<file path="config.mk">
export PLATFORM = sky130hd
export DESIGN_NAME = cxu_li_l1_adapter_flat
export DESIGN_NICKNAME = d
export VERILOG_FILES = /design/src/rtl/cxu_li_l1_adapter_pkg.sv /design/src/rtl/cxu_li_l1_adapter_if.sv /design/src/rtl/cxu_li_l1_adapter_resp_fifo.sv /design/src/rtl/cxu_li_l1_adapter.sv /design/src/flat_wrapper.sv
export SDC_FILE = /design/constraint.sdc
export NUM_CORES = 1
export LEC_CHECK = 0
export BUFFER_PORTS_ARGS = -buffer_cell sky130_fd_sc_hd__buf_2
export CORE_MARGIN = 8
export CORE_UTILIZATION = 47
export CTS_BUF_LIST = sky130_fd_sc_hd__clkbuf_8
export CTS_CLUSTER_SIZE = 28
export DETAILED_ROUTE_END_ITERATION = 7
export GPL_TIMING_DRIVEN = 0
export PLACE_DENSITY = 0.88
export SLEW_MARGIN = 20
export SYNTH_ARGS = -nofsm -noshare
export SYNTH_HDL_FRONTEND = slang
export SYNTH_SLANG_ARGS = --single-unit
</file>
<file path="constraint.sdc">
create_clock -name clk -period 6.55 [get_ports clk]
set_clock_uncertainty 0.1 [all_clocks]
set_input_delay 0.3275 -clock clk [delete_from_list [all_inputs] [get_ports clk]]
set_output_delay 0.3275 -clock clk [all_outputs]
set_load 0.01 [all_outputs]
</file>
<file path="src/rtl/cxu_li_l1_adapter_pkg.sv">
// Shared types and helpers for the CXU LI-to-L1 adapter slice.
package cxu_li_l1_adapter_pkg;

  typedef enum logic [2:0] {
    CXU_OK         = 3'd0,
    CXU_ERR_FUNC   = 3'd1,
    CXU_ERR_STATE  = 3'd2,
    CXU_ERR_CUSTOM = 3'd3
  } cxu_status_t;

  localparam int CXU_STATUS_W = $bits(cxu_status_t);

  function automatic int max_i(input int a, input int b);
    return (a > b) ? a : b;
  endfunction

  function automatic int min_i(input int a, input int b);
    return (a < b) ? a : b;
  endfunction

endpackage

</file>
<file path="src/rtl/cxu_li_l1_adapter_if.sv">
// Latency-insensitive CXU request/response bundle.
interface cxu_li_l1_adapter_if #(
  parameter int CXU_ID_W   = 1,
  parameter int STATE_ID_W = 1,
  parameter int FUNC_ID_W  = 10,
  parameter int DATA_W     = 32
) ();
  import cxu_li_l1_adapter_pkg::*;

  logic                  req_valid;
  logic                  req_ready;
  logic [CXU_ID_W-1:0]   req_cxu;
  logic [STATE_ID_W-1:0] req_state;
  logic [FUNC_ID_W-1:0]  req_func;
  logic [DATA_W-1:0]     req_data0;
  logic [DATA_W-1:0]     req_data1;
  logic                  resp_valid;
  logic                  resp_ready;
  cxu_status_t           resp_status;
  logic [DATA_W-1:0]     resp_data;

  modport master (
    output req_valid, req_cxu, req_state, req_func, req_data0, req_data1, resp_ready,
    input  req_ready, resp_valid, resp_status, resp_data
  );

  modport slave (
    input  req_valid, req_cxu, req_state, req_func, req_data0, req_data1, resp_ready,
    output req_ready, resp_valid, resp_status, resp_data
  );
endinterface

</file>
<file path="src/rtl/cxu_li_l1_adapter_resp_fifo.sv">
// Response FIFO: async-reset pointers, modulo-DEPTH wrap, no bypass.
module cxu_li_l1_adapter_resp_fifo #(
  parameter int W     = 35,
  parameter int DEPTH = 4
) (
  input  logic         clk,
  input  logic         rst,
  input  logic         push,
  input  logic         pop,
  output logic         full,
  output logic         empty,
  input  logic [W-1:0] din,
  output logic [W-1:0] dout
);
  localparam int PW = (DEPTH > 1) ? $clog2(DEPTH) : 1;
  localparam int CW = $clog2(DEPTH + 1);

  logic [W-1:0]  mem [DEPTH];
  logic [PW-1:0] wr_ptr, rd_ptr;
  logic [CW-1:0] cnt;
  logic          do_push, do_pop;

  function automatic logic [PW-1:0] nxt(input logic [PW-1:0] p);
    return (p == PW'(DEPTH - 1)) ? '0 : p + 1'b1;
  endfunction

  assign full    = (cnt == CW'(DEPTH));
  assign empty   = (cnt == '0);
  assign do_push = push && !full;
  assign do_pop  = pop && !empty;
  assign dout    = mem[rd_ptr];

  // Storage array; contents are meaningless until pushed, so no reset.
  always_ff @(posedge clk) begin
    if (do_push) mem[wr_ptr] <= din;
  end

  // Pointer and occupancy bookkeeping.
  always_ff @(posedge clk or posedge rst) begin
    if (rst) begin
      wr_ptr <= '0;
      rd_ptr <= '0;
      cnt    <= '0;
    end else begin
      if (do_push) wr_ptr <= nxt(wr_ptr);
      if (do_pop)  rd_ptr <= nxt(rd_ptr);
      case ({do_push, do_pop})
        2'b10:   cnt <= cnt + 1'b1;
        2'b01:   cnt <= cnt - 1'b1;
        default: cnt <= cnt;
      endcase
    end
  end
endmodule

</file>
<file path="src/rtl/cxu_li_l1_adapter.sv">
// Puts a fixed-latency L1 CXU behind a valid/ready LI interface. Requests are
// issued to L1 the cycle they are accepted; responses land in a FIFO sized by
// a credit counter so consumer backpressure never loses a result.
module cxu_li_l1_adapter
  import cxu_li_l1_adapter_pkg::*;
#(
  parameter int CXU_N_CXUS    = 1,
  parameter int CXU_N_STATES  = 1,
  parameter int CXU_LATENCY   = 0,
  parameter int CXU_FUNC_ID_W = 10,
  parameter int CXU_DATA_W    = 32,
  parameter int DEPTH         = CXU_LATENCY + 2,
  localparam int CXU_STATE_ID_W = max_i(1, $clog2(CXU_N_STATES)),
  localparam int CXU_CXU_ID_W   = max_i(1, $clog2(CXU_N_CXUS))
) (
  input  logic                      clk,
  input  logic                      rst,
  cxu_li_l1_adapter_if.slave        li,
  output logic                      l1_clk_en,
  output logic                      l1_req_valid,
  output logic [CXU_CXU_ID_W-1:0]   l1_req_cxu,
  output logic [CXU_STATE_ID_W-1:0] l1_req_state,
  output logic [CXU_FUNC_ID_W-1:0]  l1_req_func,
  output logic [CXU_DATA_W-1:0]     l1_req_data0,
  output logic [CXU_DATA_W-1:0]     l1_req_data1,
  input  logic                      l1_resp_valid,
  input  cxu_status_t               l1_resp_status,
  input  logic [CXU_DATA_W-1:0]     l1_resp_data,
  output logic                      proto_err
);
  localparam int UW = $clog2(DEPTH + 1);
  localparam int FW = CXU_STATUS_W + CXU_DATA_W;

  if (DEPTH < 1) begin : g_bad_depth
    $error("cxu_li_l1_adapter: DEPTH must be at least 1");
  end
  if (CXU_LATENCY < 0 || CXU_LATENCY > 15) begin : g_bad_latency
    $error("cxu_li_l1_adapter: CXU_LATENCY must be within 0..15");
  end

  logic [UW-1:0] used;
  logic          accept, pop, exp_v;
  logic          fifo_empty, unused_fifo_full;
  logic [FW-1:0] fifo_dout;

  // Credit gate looks only at registered state, never at resp_ready.
  assign li.req_ready = !rst && (used < UW'(DEPTH));
  assign accept       = li.req_valid && li.req_ready;
  assign pop          = li.resp_valid && li.resp_ready;

  // Request forwarded combinationally; a bad cxu id is left to the CXU.
  assign l1_clk_en    = 1'b1;
  assign l1_req_valid = accept;
  assign l1_req_cxu   = li.req_cxu;
  assign l1_req_state = li.req_state;
  assign l1_req_func  = li.req_func;
  assign l1_req_data0 = li.req_data0;
  assign l1_req_data1 = li.req_data1;

  // exp_v marks the cycle an L1 response is due for an earlier accept.
  if (CXU_LATENCY == 0) begin : g_nopipe
    assign exp_v = accept;
  end else begin : g_pipe
    logic [CXU_LATENCY-1:0] vld_pipe;
    // Expect shift register, cleared asynchronously with the CXU pipeline.
    always_ff @(posedge clk or posedge rst) begin
      if (rst) begin
        vld_pipe <= '0;
      end else begin
        vld_pipe[0] <= accept;
        for (int i = 1; i < CXU_LATENCY; i++) vld_pipe[i] <= vld_pipe[i-1];
      end
    end
    assign exp_v = vld_pipe[CXU_LATENCY-1];
  end

  // Outstanding-credit counter: accepted but not yet popped.
  always_ff @(posedge clk or posedge rst) begin
    if (rst) begin
      used <= '0;
    end else begin
      case ({accept, pop})
        2'b10:   used <= used + 1'b1;
        2'b01:   used <= used - 1'b1;
        default: used <= used;
      endcase
    end
  end

  // Sticky flag for any L1 response that disagrees with the expect pipe.
  always_ff @(posedge clk or posedge rst) begin
    if (rst)                           proto_err <= 1'b0;
    else if (l1_resp_valid != exp_v)   proto_err <= 1'b1;
  end

  // Captured on exp_v alone; an unexpected response is simply dropped.
  cxu_li_l1_adapter_resp_fifo #(.W(FW), .DEPTH(DEPTH)) u_fifo (
    .clk   (clk),
    .rst   (rst),
    .push  (exp_v),
    .pop   (pop),
    .full  (unused_fifo_full),
    .empty (fifo_empty),
    .din   ({l1_resp_status, l1_resp_data}),
    .dout  (fifo_dout)
  );

  assign li.resp_valid  = !fifo_empty;
  assign li.resp_status = cxu_status_t'(fifo_dout[FW-1 -: CXU_STATUS_W]);
  assign li.resp_data   = fifo_dout[CXU_DATA_W-1:0];
endmodule

</file>
<file path="src/flat_wrapper.sv">
// flat-port wrapper written by rule: the top's interface ports become plain ports
module cxu_li_l1_adapter_flat import cxu_li_l1_adapter_pkg::*;
#(
  parameter int CXU_N_CXUS    = 1,
  parameter int CXU_N_STATES  = 1,
  parameter int CXU_LATENCY   = 0,
  parameter int CXU_FUNC_ID_W = 10,
  parameter int CXU_DATA_W    = 32,
  parameter int DEPTH         = CXU_LATENCY + 2,
  localparam int CXU_STATE_ID_W = max_i(1, $clog2(CXU_N_STATES)),
  localparam int CXU_CXU_ID_W   = max_i(1, $clog2(CXU_N_CXUS))
)
  (clk, rst, l1_clk_en, l1_req_valid, l1_req_cxu, l1_req_state, l1_req_func, l1_req_data0, l1_req_data1, l1_resp_valid, l1_resp_status, l1_resp_data, proto_err, li_req_valid, li_req_cxu, li_req_state, li_req_func, li_req_data0, li_req_data1, li_resp_ready, li_req_ready, li_resp_valid, li_resp_status, li_resp_data);
  cxu_li_l1_adapter_if #(.CXU_ID_W(1), .STATE_ID_W(1), .FUNC_ID_W(10), .DATA_W(32)) li_i ();
  input  logic clk;
  input  logic rst;
  output logic l1_clk_en;
  output logic l1_req_valid;
  output logic [CXU_CXU_ID_W-1:0] l1_req_cxu;
  output logic [CXU_STATE_ID_W-1:0] l1_req_state;
  output logic [CXU_FUNC_ID_W-1:0] l1_req_func;
  output logic [CXU_DATA_W-1:0] l1_req_data0;
  output logic [CXU_DATA_W-1:0] l1_req_data1;
  input  logic l1_resp_valid;
  input  cxu_status_t l1_resp_status;
  input  logic [CXU_DATA_W-1:0] l1_resp_data;
  output logic proto_err;
  input wire logic [$bits(li_i.req_valid)-1:0] li_req_valid;
  input wire logic [$bits(li_i.req_cxu)-1:0] li_req_cxu;
  input wire logic [$bits(li_i.req_state)-1:0] li_req_state;
  input wire logic [$bits(li_i.req_func)-1:0] li_req_func;
  input wire logic [$bits(li_i.req_data0)-1:0] li_req_data0;
  input wire logic [$bits(li_i.req_data1)-1:0] li_req_data1;
  input wire logic [$bits(li_i.resp_ready)-1:0] li_resp_ready;
  output wire logic [$bits(li_i.req_ready)-1:0] li_req_ready;
  output wire logic [$bits(li_i.resp_valid)-1:0] li_resp_valid;
  output wire logic [$bits(li_i.resp_status)-1:0] li_resp_status;
  output wire logic [$bits(li_i.resp_data)-1:0] li_resp_data;
  assign li_i.req_valid = li_req_valid;
  assign li_i.req_cxu = li_req_cxu;
  assign li_i.req_state = li_req_state;
  assign li_i.req_func = li_req_func;
  assign li_i.req_data0 = li_req_data0;
  assign li_i.req_data1 = li_req_data1;
  assign li_i.resp_ready = li_resp_ready;
  assign li_req_ready = li_i.req_ready;
  assign li_resp_valid = li_i.resp_valid;
  assign li_resp_status = li_i.resp_status;
  assign li_resp_data = li_i.resp_data;
  cxu_li_l1_adapter #(.CXU_N_CXUS(CXU_N_CXUS), .CXU_N_STATES(CXU_N_STATES), .CXU_LATENCY(CXU_LATENCY), .CXU_FUNC_ID_W(CXU_FUNC_ID_W), .CXU_DATA_W(CXU_DATA_W), .DEPTH(DEPTH)) u_core (.clk(clk), .rst(rst), .li(li_i), .l1_clk_en(l1_clk_en), .l1_req_valid(l1_req_valid), .l1_req_cxu(l1_req_cxu), .l1_req_state(l1_req_state), .l1_req_func(l1_req_func), .l1_req_data0(l1_req_data0), .l1_req_data1(l1_req_data1), .l1_resp_valid(l1_resp_valid), .l1_resp_status(l1_resp_status), .l1_resp_data(l1_resp_data), .proto_err(proto_err));
endmodule
</file>
Word level (Yosys, flattened, before mapping)
Memories as Yosys holds them, arrays and structs flattened.
Cells that the tools add are included.
Word-level totals
  register bits: 7
  bits in latches: 0
  memory bits (writable): 70
  bits in read-only memories: 0
  output and inout bits: 116
  word-level logic and storage cells: 36
  memories: 1
Memories
  u_core.u_fifo.mem: depth 2, width 35, rd ports 1, clocked after memory_dff 0, write ports 1, RTL line cxu_li_l1_adapter_resp_fifo.sv:18  | logic [W-1:0] mem [DEPTH];
Cells by class
  $add $sub $neg: 6
  multiply operators: 0
  divide/modulo/power cells: 0
  magnitude comparators: 1
  equality and inequality tests: 6
  shift operators: 0
  multiplexer cells: 6
  bitwise operators: 0
  reductions and logical operators: 11
Operators with widths (count)
  one-hot mux 2 bit (2 select lines): 2
  == test 2 bit (second input constant): 3
  logical AND 1 bit: 5
  adder 2 x 1 -> 2 bit (second input constant): 2
  == test 2 x 1 -> 1 bit (second input constant): 2
  two-way mux 1 bit: 4
  nonzero test 2 bit: 2
  subtractor 2 x 1 -> 2 bit (second input constant): 2
  logical NOT 1 bit: 3
  adder 1 bit (second input constant): 2
  logical NOT 2 bit: 1
  less-than comparator 2 bit (second input constant): 1
  != test 1 bit: 1

Logic depth before layout (Yosys ltp)
  depth after elaboration: 6
  mapped depth: 8

Cells and area by module
Synthesis repeated with hierarchy kept, for this count alone.
Unflattened totals
  cells, all modules: 222
  area total of the unflattened synthesis: 3621.0 µm²
By module, submodules not included
  cxu_li_l1_adapter_resp_fifo: instances 1, cells an instance 128, area an instance 2876.5 µm², sequential area each 2202.1 µm²
  cxu_li_l1_adapter: instances 1, cells an instance 94, area an instance 744.5 µm², sequential area each 75.1 µm²

Worst setup path before layout
No wires, ideal clock.
  path kind: register to register
  start: register u_core.used[1]
  end: memory u_core.u_fifo.mem[0][0] (enable)
  library setup time: 0.427 ns
  arrival: 2.313 ns
  data required time: 6.023 ns
  path slack: 3.710 ns
  cell stages (with the launch flop): 6
  clock period less this slack: 2.840 ns
  cell sequence: dfrtp_1 > nor2_2 > nand2_1 > inv_2 > o21ai_2 > nor2_1
Between the ends
  word-level cells in the longest chain between the ends: 6
Ends and longest elaborated chain
  start: declaration: RTL line cxu_li_l1_adapter.sv:41  | logic [UW-1:0] used;
  start signal: assignment: RTL line cxu_li_l1_adapter.sv:83  | 2'b10: used <= used + 1'b1;
  start signal: assignment: RTL line cxu_li_l1_adapter.sv:84  | 2'b01: used <= used - 1'b1;
  start signal: assignment: RTL line cxu_li_l1_adapter.sv:85  | default: used <= used;
  less-than comparator 2 bit: RTL line cxu_li_l1_adapter.sv:47  | assign li.req_ready = !rst && (used < UW'(DEPTH));
  logical AND 1 bit: RTL line cxu_li_l1_adapter.sv:47
  via li_req_ready: RTL line flat_wrapper.sv:35  | output wire logic [$bits(li_i.req_ready)-1:0] li_req_ready;
  logical AND 1 bit: RTL line cxu_li_l1_adapter.sv:48  | assign accept = li.req_valid && li.req_ready;
  via l1_req_valid: RTL line flat_wrapper.sv:18  | output logic l1_req_valid;
  logical AND 1 bit: RTL line cxu_li_l1_adapter_resp_fifo.sv:29  | assign do_push = push && !full;
  two-way mux 1 bit: RTL line cxu_li_l1_adapter_resp_fifo.sv:35  | if (do_push) mem[wr_ptr] <= din;
  two-way mux 1 bit (implied by the code): RTL line cxu_li_l1_adapter_resp_fifo.sv:35
  end: declaration: RTL line cxu_li_l1_adapter_resp_fifo.sv:18
The timed path passes the listed nets, and every way through them passes these cells.

Final worst setup path
  start: input rst
  end: memory u_core.u_fifo.mem[1][8] (enable)
Between the ends
  word-level cells in the longest chain between the ends: 6
Ends and longest elaborated chain
  start: declaration: RTL line flat_wrapper.sv:16  | input logic rst;
  logical NOT 1 bit (no source line)
  logical AND 1 bit: RTL line cxu_li_l1_adapter.sv:47
  logical AND 1 bit: RTL line cxu_li_l1_adapter.sv:48
  logical AND 1 bit: RTL line cxu_li_l1_adapter_resp_fifo.sv:29
  two-way mux 1 bit: RTL line cxu_li_l1_adapter_resp_fifo.sv:35
  two-way mux 1 bit (implied by the code): RTL line cxu_li_l1_adapter_resp_fifo.sv:35
Every way passes these cells.

==> run metrics <==
Post-DRT Antenna Nets=0; post-synthesis mux area share=roughly 14%; EDFF count, synth=70; setup TNS=0 ns; die footprint=10,660 um2; GP Congestion=0.6505; Area Overhead vs Synth=32.37%; initial core utilization=47.30%; drt drc=0; Fillers=588; Die Ht=103.3 um; CORE AREA=7567 um2; DP Area=4548 um2; synthesized flop and latch total=77; H-tree levels=3; CP Cell Sequence=dlygate4sd3_1, buf_2, nor2_2, nand2_1, inv_2, o21ai_2, nor2_4, buf_16; initial antenna violation count=0; syn avg cell area=16.35 um2; Post-Synth Adder-Cell Area=less than 1%; fraction of layout cells with a size suffix above 1=73.40%; CP max stage cell=dlygate4sd3_1; Post-synth top cells=buf_4 (78), edfxtp_1 (70), mux2_4 (29); Inserted Clock Buffers=9; # diodes=0; Die X=between 100 and 150 um; final WL=7.822 mm; Syn Inst Count=219; first-pass GRT wire length=11.19 mm; Total Power=1.504 mW; nets@finish=505; CTS Sinks=77; status=finished, final reports clean; synth top area cells=edfxtp_1 (59%), buf_4 (16%), mux2_4 (12%); minimum clock period after layout=about 2.2 ns; final hold violation count=0; slowest stage delay, CP=0.53 ns; Leak=2.181 nW; Distinct cells, synth=19; post-synthesis sequential area ratio=a little under two thirds; startpoint class of the critical path=input pin; largest net degree at the start of global routing=19; required time of the critical path=6.48 ns; Final Max Tran Viols=0; Pwr per Cell Area=roughly 320 nW/um2; CTS tree=done; peak supply drop=0.2057 mV; YS warnings=0; unrepaired setup endpoints after global routing=false; Root Buffer Master=clkbuf_8; Synth top area share=58.72%; Cell Count Post-Placement=477; Placement Setup Slack=4.504 ns; vias in the first global route=around 2,300; Tightest Hold Check Type=input pin to flip-flop; Max clock buf depth=2; Tot GR Track Use=13.96%; Vias/cell=roughly 4.3; simple-gate share of the synthesized area=1.363%; area taken by multi-input logic gates=~680 um2; CP Capture Type=flip-flop; Slew HR=slightly below 60%; IO buf count=154; xor and xnor area share after synthesis=2.202%; Compound-Gate Fraction of Synth Area=0.2447%; max-cap violations=0; highest net fanout along the worst path=18; sequential standard cell area=2277 um2; fraction of registers with async set or reset after synthesis=9.091%; Slew @ Worst Pin=around 0.63 ns; clock latency on the worst-skew pair=0.33 ns; Congestion Overflow GR=0; main combinational cell family by area after synthesis=buffers and inverters; via count=approximately 2,100; Max Fclk=452.0 MHz; num rows=32; PnR worst setup slack=4.337 ns; Post-Syn Area=3580 um2; non-filler cells, final=493; first drt pass iteration count=4; Worst Path Arrival=2.15 ns; final setup violation count=0; Top Ports=232; Setup Buffers After CTS=0; post-detail-place hpwl=6.384 mm; Synth Net Count=337; post-route cell area=4738 um2; WS Path Type=input pin to flip-flop; initial drt markers=18; most common cell in the netlist=buf_4; clock slew at reported path FFs=0.08 ns; Synth Flop Type=edfxtp_1; Synth area leader=edfxtp_1; crit share post-route=33.78%; routed len/inst=15.87 um
==> cells in the final DEF, fill, tap and decap left out, drive strengths merged, types with 2 or more instances in the layout <==
| master | n |
|---|---|
| xnor2 | 7 |
| edfxtp | 70 |
| buf | 237 |
| dfrtp | 7 |
| clkinv | 3 |
| xor2 | 2 |
| ha | 2 |
| nor2 | 5 |
| mux2 | 35 |
| clkbuf | 9 |
| inv | 5 |
==> layout make-up <==
class | instances | area share [%]
inverter | 4 | 0.3169
tap | 102 | 2.693
multi-input combinational | 57 | 14.42
timing repair buffer | 157 | 17.64
buffer | 81 | 13.07
clock inverter | 6 | 1.188
sequential | 77 | 48.06
clock buffer | 9 | 2.614
==> registers in the layout, summed over array words and instances, names as in the netlist <==
name                  flops
u_core.u_fifo.rd_ptr      1
u_core.u_fifo.wr_ptr      1
u_core.proto_err          1
u_core.u_fifo.mem        70
u_core.used               2
u_core.u_fifo.cnt         2
==> worst max-delay path: cells and delay by family <==
family | cells | cell delay [ns]
buf+inv | 4 | 0.98
compound gates | 1 | 0.12
simple gates | 3 | 0.72
==> timing repair <==
item                                   in CTS  in global routing
endpoints found under the hold margin       7                  0
resized for setup                           0                  0
hold buffers                                1                  0
==> power by group <==
group          switching [mW]  internal [mW]  leakage, nW
Sequential             0.0272          0.605        0.713
Combinational           0.247          0.295         1.37
Clock                   0.159          0.171       0.0960
==> logic make-up after synthesis <==
family,after synthesis
AND/OR/NAND/NOR,9
other,1
AO/OA/AOI/OAI,1
multiplexers,35
adder cells (fa/ha/maj),2
XOR/XNOR,9
buffers and inverters,85
flip-flops,77
==> path summary, 6_finish.rpt <==
check | startpoint | end | slack (ns) | cells after the start
min in group asynchronous | rst | u_core.used[1] | 0.37 | 3
setup / recovery | rst | u_core.u_fifo.mem[1][8] | 4.34 | 8
setup reg to reg | u_core.used[1] | u_core.u_fifo.mem[1][8] | 4.60 | 6
hold / removal | l1_resp_data[23] | u_core.u_fifo.mem[0][23] | 0.08 | 1
max in group asynchronous | rst | u_core.u_fifo.rd_ptr | 5.77 | 3
hold reg to reg | u_core.used[1] | u_core.used[1] | 0.40 | 1
==> metrics by stage <==
stage                     util, %  hold WS [ns]
after floorplan                 -       0.03090
after global placement      59.18        0.1815
after detailed placement    60.10        0.1874
after CTS                   62.62       0.06400
after global routing        62.62       0.05112
final                       62.62       0.07954
==> routing by layer <==
metal  wire (um)  up-vias  GRT usage [%]
met1        2573     1001          13.60
met2        4531       89          26.85
met3         653        8          4.552
met4          64        0          4.672
met5           0        -              0
li1            -     1021              -
No activity file was read; power rests on OpenSTA's default activity.
